===== src/rtl/dp_mem_be_if.sv =====
// Bus bundle for dp_mem_be: write port, read port, clear request and status.
// The master drives requests; the slave (the memory) returns read data and status.
interface dp_mem_be_if #(
    parameter int unsigned DATA_WIDTH = 32,
    parameter int unsigned ADDR_WIDTH = 5
);
    localparam int unsigned NB = DATA_WIDTH / 8;

    logic                  clr_req;
    logic                  we;
    logic [NB-1:0]         wbe;
    logic [ADDR_WIDTH-1:0] waddr;
    logic [DATA_WIDTH-1:0] wdata;
    logic                  re;
    logic [ADDR_WIDTH-1:0] raddr;
    logic [DATA_WIDTH-1:0] rdata;
    logic                  rvalid;
    logic                  rd_err;
    logic                  busy;

    modport master (
        output clr_req, we, wbe, waddr, wdata, re, raddr,
        input  rdata, rvalid, rd_err, busy
    );

    modport slave (
        input  clr_req, we, wbe, waddr, wdata, re, raddr,
        output rdata, rvalid, rd_err, busy
    );
endinterface


===== src/rtl/dp_mem_be.sv =====
// Simple dual-port RAM with byte enables, selectable read-during-write behaviour,
// registered read with valid/error strobes, and a hardware clear sweep after reset.
module dp_mem_be #(
    parameter int unsigned DATA_WIDTH = 32,
    parameter int unsigned DEPTH      = 32,
    parameter int unsigned ADDR_WIDTH = 5,
    parameter bit          RDW_MODE   = 1'b0
) (
    input  logic       clk_i,
    input  logic       rst_i,
    dp_mem_be_if.slave bus
);
    localparam int unsigned           NB       = DATA_WIDTH / 8;
    localparam logic [ADDR_WIDTH-1:0] LastAddr = ADDR_WIDTH'(DEPTH - 1);

    if ((DATA_WIDTH % 8) != 0 || DATA_WIDTH == 0) begin : g_bad_width
        $error("dp_mem_be: DATA_WIDTH must be a non-zero multiple of 8");
    end
    if (DEPTH < 2 || DEPTH > (1 << ADDR_WIDTH)) begin : g_bad_depth
        $error("dp_mem_be: DEPTH must satisfy 2 <= DEPTH <= 2**ADDR_WIDTH");
    end

    typedef enum logic [0:0] {StClear, StReady} state_e;

    state_e                state_q;
    logic [ADDR_WIDTH-1:0] clr_addr_q;
    logic [DATA_WIDTH-1:0] rdata_q;
    logic [DATA_WIDTH-1:0] rdata_d;
    logic                  rvalid_q;
    logic                  rd_err_q;
    logic                  busy_q;

    // Storage is deliberately not reset; the clear sweep zeroes it.
    logic [DATA_WIDTH-1:0] mem_q [DEPTH];

    logic                  waddr_ok;
    logic                  raddr_ok;
    logic                  rdw_hit;
    logic [DATA_WIDTH-1:0] rd_word;

    logic                  mem_we;
    logic [ADDR_WIDTH-1:0] mem_addr;
    logic [DATA_WIDTH-1:0] mem_wdata;
    logic [NB-1:0]         mem_be;

    assign waddr_ok = 32'(bus.waddr) < DEPTH;
    assign raddr_ok = 32'(bus.raddr) < DEPTH;
    assign rdw_hit  = bus.we && raddr_ok && (bus.waddr == bus.raddr);
    assign rd_word  = raddr_ok ? mem_q[bus.raddr] : '0;

    // Single write port shared between the sweep and user writes.
    always_comb begin
        mem_we    = 1'b0;
        mem_addr  = bus.waddr;
        mem_wdata = bus.wdata;
        mem_be    = bus.wbe;
        if (state_q == StClear) begin
            mem_we    = 1'b1;
            mem_addr  = clr_addr_q;
            mem_wdata = '0;
            mem_be    = '1;
        end else if (bus.we && waddr_ok && (bus.wbe != '0)) begin
            mem_we = 1'b1;
        end
    end

    always_ff @(posedge clk_i) begin
        if (mem_we) begin
            for (int unsigned i = 0; i < NB; i++) begin
                if (mem_be[i]) begin
                    mem_q[mem_addr][8*i +: 8] <= mem_wdata[8*i +: 8];
                end
            end
        end
    end

    // Read-new mode forwards the enabled write lanes over the stored word.
    always_comb begin
        rdata_d = rd_word;
        if (RDW_MODE && rdw_hit) begin
            for (int unsigned i = 0; i < NB; i++) begin
                if (bus.wbe[i]) begin
                    rdata_d[8*i +: 8] = bus.wdata[8*i +: 8];
                end
            end
        end
        if (!raddr_ok) begin
            rdata_d = '0;
        end
    end

    always_ff @(posedge clk_i or posedge rst_i) begin
        if (rst_i) begin
            state_q    <= StClear;
            clr_addr_q <= '0;
            rdata_q    <= '0;
            rvalid_q   <= 1'b0;
            rd_err_q   <= 1'b0;
            busy_q     <= 1'b1;
        end else begin
            rvalid_q <= 1'b0;
            rd_err_q <= 1'b0;
            unique case (state_q)
                StClear: begin
                    clr_addr_q <= clr_addr_q + 1'b1;
                    if (clr_addr_q == LastAddr) begin
                        state_q    <= StReady;
                        clr_addr_q <= '0;
                        busy_q     <= 1'b0;
                    end
                end
                StReady: begin
                    if (bus.re) begin
                        rdata_q  <= rdata_d;
                        rvalid_q <= 1'b1;
                        rd_err_q <= !raddr_ok;
                    end
                    if (bus.clr_req) begin
                        state_q    <= StClear;
                        clr_addr_q <= '0;
                        busy_q     <= 1'b1;
                    end
                end
                default: begin
                    state_q <= StClear;
                    busy_q  <= 1'b1;
                end
            endcase
        end
    end

    assign bus.rdata  = rdata_q;
    assign bus.rvalid = rvalid_q;
    assign bus.rd_err = rd_err_q;
    assign bus.busy   = busy_q;

    a_err_needs_valid: assert property (@(posedge clk_i) disable iff (rst_i)
        rd_err_q |-> rvalid_q);
    a_no_read_while_busy: assert property (@(posedge clk_i) disable iff (rst_i)
        (state_q == StClear) |=> !rvalid_q);
endmodule

===== src/flat_wrapper.sv =====
// flat-port wrapper written by rule: the top's interface ports become plain ports
module dp_mem_be_flat 
#(
    parameter int unsigned DATA_WIDTH = 32,
    parameter int unsigned DEPTH      = 32,
    parameter int unsigned ADDR_WIDTH = 5,
    parameter bit          RDW_MODE   = 1'b0
)
  (clk_i, rst_i, bus_clr_req, bus_we, bus_wbe, bus_waddr, bus_wdata, bus_re, bus_raddr, bus_rdata, bus_rvalid, bus_rd_err, bus_busy);
  dp_mem_be_if #(.DATA_WIDTH(DATA_WIDTH), .ADDR_WIDTH(ADDR_WIDTH)) bus_i ();
  input  logic clk_i;
  input  logic rst_i;
  input wire logic [$bits(bus_i.clr_req)-1:0] bus_clr_req;
  input wire logic [$bits(bus_i.we)-1:0] bus_we;
  input wire logic [$bits(bus_i.wbe)-1:0] bus_wbe;
  input wire logic [$bits(bus_i.waddr)-1:0] bus_waddr;
  input wire logic [$bits(bus_i.wdata)-1:0] bus_wdata;
  input wire logic [$bits(bus_i.re)-1:0] bus_re;
  input wire logic [$bits(bus_i.raddr)-1:0] bus_raddr;
  output wire logic [$bits(bus_i.rdata)-1:0] bus_rdata;
  output wire logic [$bits(bus_i.rvalid)-1:0] bus_rvalid;
  output wire logic [$bits(bus_i.rd_err)-1:0] bus_rd_err;
  output wire logic [$bits(bus_i.busy)-1:0] bus_busy;
  assign bus_i.clr_req = bus_clr_req;
  assign bus_i.we = bus_we;
  assign bus_i.wbe = bus_wbe;
  assign bus_i.waddr = bus_waddr;
  assign bus_i.wdata = bus_wdata;
  assign bus_i.re = bus_re;
  assign bus_i.raddr = bus_raddr;
  assign bus_rdata = bus_i.rdata;
  assign bus_rvalid = bus_i.rvalid;
  assign bus_rd_err = bus_i.rd_err;
  assign bus_busy = bus_i.busy;
  dp_mem_be #(.DATA_WIDTH(DATA_WIDTH), .DEPTH(DEPTH), .ADDR_WIDTH(ADDR_WIDTH), .RDW_MODE(RDW_MODE)) u_core (.clk_i(clk_i), .rst_i(rst_i), .bus(bus_i));
endmodule

===== config.mk =====
export PLATFORM = sky130hd
export DESIGN_NAME = dp_mem_be_flat
export DESIGN_NICKNAME = d
export VERILOG_FILES = /design/src/rtl/dp_mem_be_if.sv /design/src/rtl/dp_mem_be.sv /design/src/flat_wrapper.sv
export SDC_FILE = /design/constraint.sdc
export NUM_CORES = 1
export LEC_CHECK = 0
export BUFFER_PORTS_ARGS = -buffer_cell sky130_fd_sc_hd__buf_2
export CORE_UTILIZATION = 45
export CTS_CLUSTER_SIZE = 10
export DETAILED_ROUTE_END_ITERATION = 7
export MAX_ROUTING_LAYER = met4
export SKIP_CTS_REPAIR_TIMING = 1
export SLEW_MARGIN = 5
export SYNTH_ARGS = -nofsm -noshare
export SYNTH_HDL_FRONTEND = slang
export SYNTH_SLANG_ARGS = --single-unit

===== constraint.sdc =====
create_clock -name clk_i -period 6 [get_ports clk_i]
set_input_delay 1.2 -clock clk_i [delete_from_list [all_inputs] [get_ports clk_i]]
set_output_delay 1.2 -clock clk_i [all_outputs]
set_load 0.005 [all_outputs]

# After elaboration in Yosys (flattened, before gate mapping)
# Memories as Yosys holds them, arrays and structs flattened. A register that Yosys moved wholly into a read port is not among the register bits.
# Cells that the tools add are included.
totals:
  reg_bits: 8
  ram_bits: 1024
  in_bits: 51
  out_inout_bits: 35
  wordCells: 42
  mem_count: 1
mem_list:
  columns: ["name", "depth", "word_bits", "read_ports", "rd_ports_with_merged_regs", "wr", "line", "rtl"]
  rows:
  - ["u_core.mem_q", 32, 32, 1, 1, 1, "dp_mem_be.sv:34", "logic [DATA_WIDTH-1:0] mem_q [DEPTH];"]
op_classes:
  add_sub_neg: 1
  eq_ne: 3
  n_mux: 28
  bitwise: 1
  reduce_logical: 4
ops:
  columns: ["op", "n"]
  rows:
  - ["2-to-1 mux 32 bit", 1]
  - ["2-to-1 mux 1 bit", 20]
  - ["2-to-1 mux 5 bit", 3]
  - ["one-hot mux 5 bit (2 select lines)", 1]
  - ["adder 5 x 1 -> 5 bit (second input constant)", 1]
  - ["== test 5 bit (second input constant)", 1]
  - ["2-to-1 mux 4 bit", 1]
  - ["!= test 2 bit (second input constant)", 2]
  - ["one-hot mux 1 bit (2 select lines)", 2]
  - ["AND reduction 2 bit", 2]
  - ["nonzero test 4 bit", 1]
  - ["logical AND 1 bit", 1]
  - ["NOT 1 bit", 1]

# Logic depth before layout (Yosys ltp)
# Gate-level depths: netlist (run 1).
depth:
  word_depth: 6
  ltp_mapped: 8

# Worst setup path before layout (run 1)
# Ideal clock, no wire load.
synth_timing:
  kind: "input -> register"
  start: "input port bus_waddr[2]"
  end: "memory u_core.mem_q[1][0], enable pin"
  setup_time_ns: 0.370
  arrival_time_ns: 2.460
  slack_ns: 3.170
  cell_stages: 5
  cell_sequence: "mux2i_1 > clkbuf_1 > nor2b_1 > nand2_1 > nor2_1"
synth_via:
  elab_chain_cells: 1
synth_rtl:
  columns: ["element", "line", "rtl"]
  rows:
  - ["start: declaration", "flat_wrapper.sv:16", "input wire logic [$bits(bus_i.waddr)-1:0] bus_waddr;"]
  - ["2-to-1 mux 5 bit", "dp_mem_be.sv:57", "if (state_q == StClear) begin"]
  - ["end: declaration", "dp_mem_be.sv:34", null]
# Every way passes these cells.

# Final worst setup path (run 1)
layout_timing:
  start: "register u_core.state_q"
  end: "memory u_core.mem_q[11][17], enable pin"
layout_via:
  elab_chain_cells: 4
layout_rtl:
  columns: ["element", "line", "rtl"]
  rows:
  - ["start: declaration", "dp_mem_be.sv:25", "state_e state_q;"]
  - ["start signal: assignment", "dp_mem_be.sv:94", "state_q <= StClear;"]
  - ["start signal: assignment", "dp_mem_be.sv:107", "state_q <= StReady;"]
  - ["start signal: assignment", "dp_mem_be.sv:119", "state_q <= StClear;"]
  - ["2-to-1 mux 4 bit", "dp_mem_be.sv:57", null]
  - ["2-to-1 mux 1 bit", "dp_mem_be.sv:70", "if (mem_be[i]) begin"]
  - ["2-to-1 mux 1 bit", "dp_mem_be.sv:68", "if (mem_we) begin"]
  - ["2-to-1 mux 1 bit (implied by the code)", "dp_mem_be.sv:71", "mem_q[mem_addr][8*i +: 8] <= mem_wdata[8*i +: 8];"]
# Several ways; a longest one is shown, not always the timed one.

==> flow_summary.ini, run 1 <==
[power]
power_switching_share_pct = 25.5
p_per_area_nw_per_um2 = 389
switching_power_uw = 4730
combPwrFrac_pct = 12.9
intPower_uw = 13800
clockPowerShare_pct = 35.5
p_leak_uw = 0.0172
vdd_drop_max_uv = 230
seqPwrFrac_pct = 51.6

[detailed_routing]
wl_per_cell_um = 26.3
routed_wl_mm = 102
drt_pre_antenna_iters = 5
drc = 0
initialDrtViolationCount = 1942
detail-route-antenna-nets = 0
viasPerCell = 5.65
num_vias = 21976

[synth]
ys_async_sr_fraction_pct = 3.76
synth-edff-count = 1024
synthDistinctLibCells = 39
synth-seq-area-share_pct = 75.1
synth_cells = 2408
syn-cell-area_sq_um = 42300
synthFlopType = edfxtp_1
synth_area_per_cell_sq_um = 17.6
synth_nets = 2461
ys_warn_count = 0
synth-seq-cells = 1064

[clock_tree]
root_buffer = clkbuf_16
clkTransAtPathRegs_ps = 60
h-tree-depth = 3
clock-sinks = 1064
clock_latency_ps = 680
numCtsBuffers = 118
clk_path_buf_depth = 3
cts_tree = done

[global_route]
grt_antenna_before_repair = 1
grt_pass1_wl_mm = 148
grt-ovfl-total = 0
grt_pass1_vias = 22172
grt.total_usage_pct = 22.1
grt_max_degree = 95

[floorplan]
die_h_um = 309
dieArea_sq_um = 95200
initial_core_util_pct = 45.4
die-width_um = 309
core_area_sq_um = 93200
rows = 112
io_pins = 86

[layout]
fin_area_sq_um = 47600
layout_common_cells = edfxtp_1, mux2i_1, nor2_1
layout_commonest_cell = edfxtp_1
drive_gt1_share_pct = 13.0
nets = 2587
area_delta_synth_final_pct = 12.7

[setup_path]
crit_required_ps = 6300
cp_max_fo = 38
cp-start-kind = register
crit_arrival_ps = 4100
critPathKind = register to register
end_kind = register

[sta]
tns_ps = 0
period_share_pct = 63.4
max_freq_mhz = 263
finalMaxSlewViolations = 0
max-slew-margin-rel_pct = 17.0
hold_violations = 0
post-route-min-period_ps = 3800
rsz0062_at_grt = false
worst_pin_slew_ps = 1240
finClkSkew_ps = 25.3
finalSetupViolations = 0

[placement]
port_buffers = 84
gp_congestion = 0.828
dp_hpwl_mm = 62.4
placedInstanceArea_sq_um = 44100

[job]
maxCapViolCount = 0

[hold_path]
hp-class = register to register

[outcome]
outcome = complete, no violations
==> per-stage QoR <==
stage / utilization (%) / setup WS, ps / cells / power, uW / hold WS (ps)
finish: 51.1 / 2200 / 3888 / 18500 / 487
global route: 51.1 / 1890 / 3888 / 19100 / 505
CTS: 51.1 / 2210 / 3887 / 18700 / 481
detailed placement: 47.4 / 1890 / 3668 / 12100 / 463
global placement: 47.4 / 2030 / 3668 / 12000 / 466
floorplan: - / 3170 / 2408 / 11000 / 463
==> flip-flops by register name (all words and copies together) (netlist names) <==
register,cells
u_core.bus.rdata,32
u_core.state_q,1
u_core.clr_addr_q,5
u_core.bus.busy,1
u_core.bus.rvalid,1
u_core.mem_q,1024
==> logic make-up (layout without fill, tap and decap cells) <==
family	count (synthesis)	count (layout)	share of synthesized area, %
mux	513	513	12.1
flops	1064	1064	75.1
compound gates	405	405	7.83
xor+xnor	2	2	0.0414
other cells	1	2	0.00887
fa+ha+maj	2	2	0.0592
buf+inv	163	388	2.21
simple gates	258	258	2.60
==> metal layers <==
metal | global-route usage [%] | routed length (um) | vias to the layer above
met3 | 4.34 | 6580 | 144
met4 | 6.38 | 2500 | 0
met2 | 34.9 | 49500 | 680
met1 | 29.1 | 43600 | 11272
li1 | - | - | 9880
met5 | - | 0 | -
==> worst paths after layout <==
kind / start / endpoint / slack (ps) / depth (start not counted)
min in group asynchronous: rst_i / u_core.bus.rdata[31]$_DFFE_PP0P_ / 770 / 3
max reg2reg: u_core.state_q$_DFF_PP0_ / u_core.mem_q[11][17]$_DFFE_PP_ / 2200 / 3
min reg2reg: u_core.bus.rdata[24]$_DFFE_PP0P_ / u_core.bus.rdata[24]$_DFFE_PP0P_ / 490 / 2
max: u_core.state_q$_DFF_PP0_ / u_core.mem_q[11][17]$_DFFE_PP_ / 2200 / 3
min: u_core.bus.rdata[24]$_DFFE_PP0P_ / u_core.bus.rdata[24]$_DFFE_PP0P_ / 490 / 2
max in group asynchronous: rst_i / u_core.state_q$_DFF_PP0_ / 4630 / 3
==> final cells by class <==
type	instances	area [sq um]
Antenna cell	1	2.50
Clock buffer	211	3390
Clock inverter	8	105
Fill cell	7511	45600
Inverter	9	33.8
Multi-Input combinational cell	1181	9650
Sequential cell	1064	31800
Tap cell	1254	1570
Timing Repair Buffer	160	1130
==> synth_stat cells, drive strengths merged, types with 8 or more instances <==
library cell | count | area share (%)
edfxtp | 1024 | 73
nor2b | 8 | 0.12
mux2i | 513 | 12
buf | 67 | 1.3
nand2 | 69 | 0.61
and2 | 34 | 0.50
nor2 | 133 | 1.2
a221oi | 64 | 1.4
o22ai | 34 | 0.50
clkbuf | 87 | 0.83
a21oi | 65 | 0.77
o41ai | 32 | 1.2
a22oi | 128 | 2.3
a22o | 64 | 1.3
inv | 9 | 0.080
dfrtp | 39 | 2.3
==> worst max-delay path, stage by stage (launching register included) <==
cell     delay, ps
dfrtp_2        860
mux2i_1        870
nand3_1        750
nor2_1         940
==> power groups by stage <==
stage	logic, uW	registers [uW]	clock network (uW)
6_report	2380	9560	6580
2_1_floorplan	1460	9560	0
5_1_grt	2570	9610	6950
3_3_place_gp	2340	9680	0
3_5_place_dp	2400	9710	0
4_1_cts	2410	9560	6680
(Power assumes the default switching activity.)
==> run 2: changes to the inputs <==
==> constraint.sdc (replaced) <==
create_clock -name clk_i -period 3.9 [get_ports clk_i]
set_input_delay 0.78 -clock clk_i [delete_from_list [all_inputs] [get_ports clk_i]]
set_output_delay 0.78 -clock clk_i [all_outputs]
set_load 0.005 [all_outputs]
==> run 2 against run 1 <==
Compared with the run above: power up 53%; sequential share of layout area down 0.69 points; register-to-register slack worse by 1600 ps; combinational power up 64%; final cell count up 1.9%; first-iteration DRC count up 28%; fmax up 14%; largest cell class unchanged; highest routed layer unchanged.
==> flow_summary.ini, run 2 (synthesis results as in run 1) <==
[clock_tree]
clock_latency_ps = 670
root_buffer = clkbuf_16
cts_tree = done
clock-sinks = 1064
clkTransAtPathRegs_ps = 60
h-tree-depth = 3
numCtsBuffers = 117
clk_path_buf_depth = 3

[setup_path]
ff2ff_path_depth = 4
crit_arrival_ps = 3620
path_buf_inv = 0
cp-start-kind = register
critPathKind = register to register
slowest_stage = mux2i_1
cp_max_fo = 14
end_kind = register
path_depth = 4
crit_family = simple AND/OR/NAND/NOR gates
crit_path_cell_trace = mux2i_1 > nor2b_1 > nand2_1 > nor2_1
crit_required_ps = 4180
max_stage_delay_ps = 1020

[layout]
nFillCells = 7505
largest_reg_flops = 1024
layout_commonest_cell = edfxtp_1
layout_common_cells = edfxtp_1, mux2i_1, buf_4
nets = 2661
drive_gt1_share_pct = 15.2
regMostFlops = u_core.mem_q
area_delta_synth_final_pct = 13.8

[sta]
hold_violations = 0
post-route-min-period_ps = 3340
max-slew-margin-rel_pct = 16.8
finalSetupViolations = 0
finClkSkew_ps = 21.8
finalMaxSlewViolations = 0
max_freq_mhz = 300
worst_pin_slew_ps = 1210
period_share_pct = 85.6
rsz0062_at_grt = false
tns_ps = 0

[hold_path]
hp-class = input port to asynchronous set/reset pin

[floorplan]
dieArea_sq_um = 95200
die-width_um = 309
io_pins = 86
initial_core_util_pct = 45.4
rows = 112
core_area_sq_um = 93200
die_h_um = 309

[power]
vdd_drop_max_uv = 293
p_total_uw = 28400
p_leak_uw = 0.0176
p_per_area_nw_per_um2 = 590

[detailed_routing]
drc = 0
wl_per_cell_um = 26.0
routed_wl_mm = 103
viasPerCell = 5.69
initialDrtViolationCount = 2495
drt_pre_antenna_iters = 5
detail-route-antenna-nets = 0
num_vias = 22535

[global_route]
grt-ovfl-total = 0
grt_pass1_wl_mm = 151
grt_pass1_vias = 22707
grt_antenna_before_repair = 2
grt_max_degree = 81
grt.total_usage_pct = 22.3

[job]
maxCapViolCount = 0

[placement]
dp_hpwl_mm = 63.3
port_buffers = 84
gp_congestion = 0.847

[outcome]
outcome = complete, no violations
## run 2: changes by cell type in the layout (fill, tap and decap cells not counted), moves of 2 or more
cell       change
a21boi_2       -2
clkbuf_1       +9
and2_1         -3
inv_6          -3
buf_12         +3
clkbuf_16      -2
clkinv_2       -2
bufinv_16      -2
and2_2         +3
buf_4         +72
a21boi_4       +2
## run 2: routing by layer
metal | track usage [%] | vias up | routed length, um
li1 | - | 10028 | -
met1 | 31.1 | 11567 | 46200
met2 | 34.1 | 780 | 48100
met3 | 3.17 | 160 | 6310
met4 | 6.84 | 0 | 2560
met5 | - | - | 0
## run 2: worst register-to-register path, cell delays in order, from the launching register on
cell and delay (ps):
dfrtp_2 540, mux2i_1 1030, nor2b_1 350, nand2_1 370, nor2_1 670
## run 2: final timing paths
kind | startpoint | endpoint | slack, ps
min in group clk_i | bus_clr_req | u_core.clr_addr_q[3]$_DFFE_PP0P_ | 440
hold / removal | rst_i | u_core.bus.rdata[7]$_DFFE_PP0P_ | 340
setup / recovery | u_core.state_q$_DFF_PP0_ | u_core.mem_q[26][31]$_DFFE_PP_ | 560
setup reg to reg | u_core.state_q$_DFF_PP0_ | u_core.mem_q[26][31]$_DFFE_PP_ | 560
max in group asynchronous | rst_i | u_core.bus.rvalid$_DFF_PP0_ | 2730
hold reg to reg | u_core.bus.busy$_DFFE_PP1P_ | u_core.bus.busy$_DFFE_PP1P_ | 470
## run 2: layout make-up
cell class	instances	area [sq um]	area share (%)
clock inverters	2	16.3	0.0338
flip-flops and latches	1064	31800	66.0
inverters	9	33.8	0.0702
multi-input cells	1181	9670	20.1
diodes	1	2.50	0.00520
well taps	1254	1570	3.26
clock buffers	217	3360	6.97
repair buffers	235	1730	3.59
## run 2: per-stage QoR
stage	util [%]	cells	hold slack, ps	cell area [sq um]	worst slack [ps]
5_1_grt	51.6	3963	393	48100	543
2_1_floorplan	-	2408	463	42300	1490
3_5_place_dp	48.0	3743	465	44800	425
6_report	51.6	3963	344	48100	563
4_1_cts	51.6	3962	353	48100	682
3_3_place_gp	48.0	3743	464	44800	519
## run 2: report_power, final
group / switching, uW / internal (uW) / total (uW)
Sequential: 468 / 14200 / 14700
Combinational: 2670 / 1240 / 3910
Clock: 4130 / 5700 / 9830
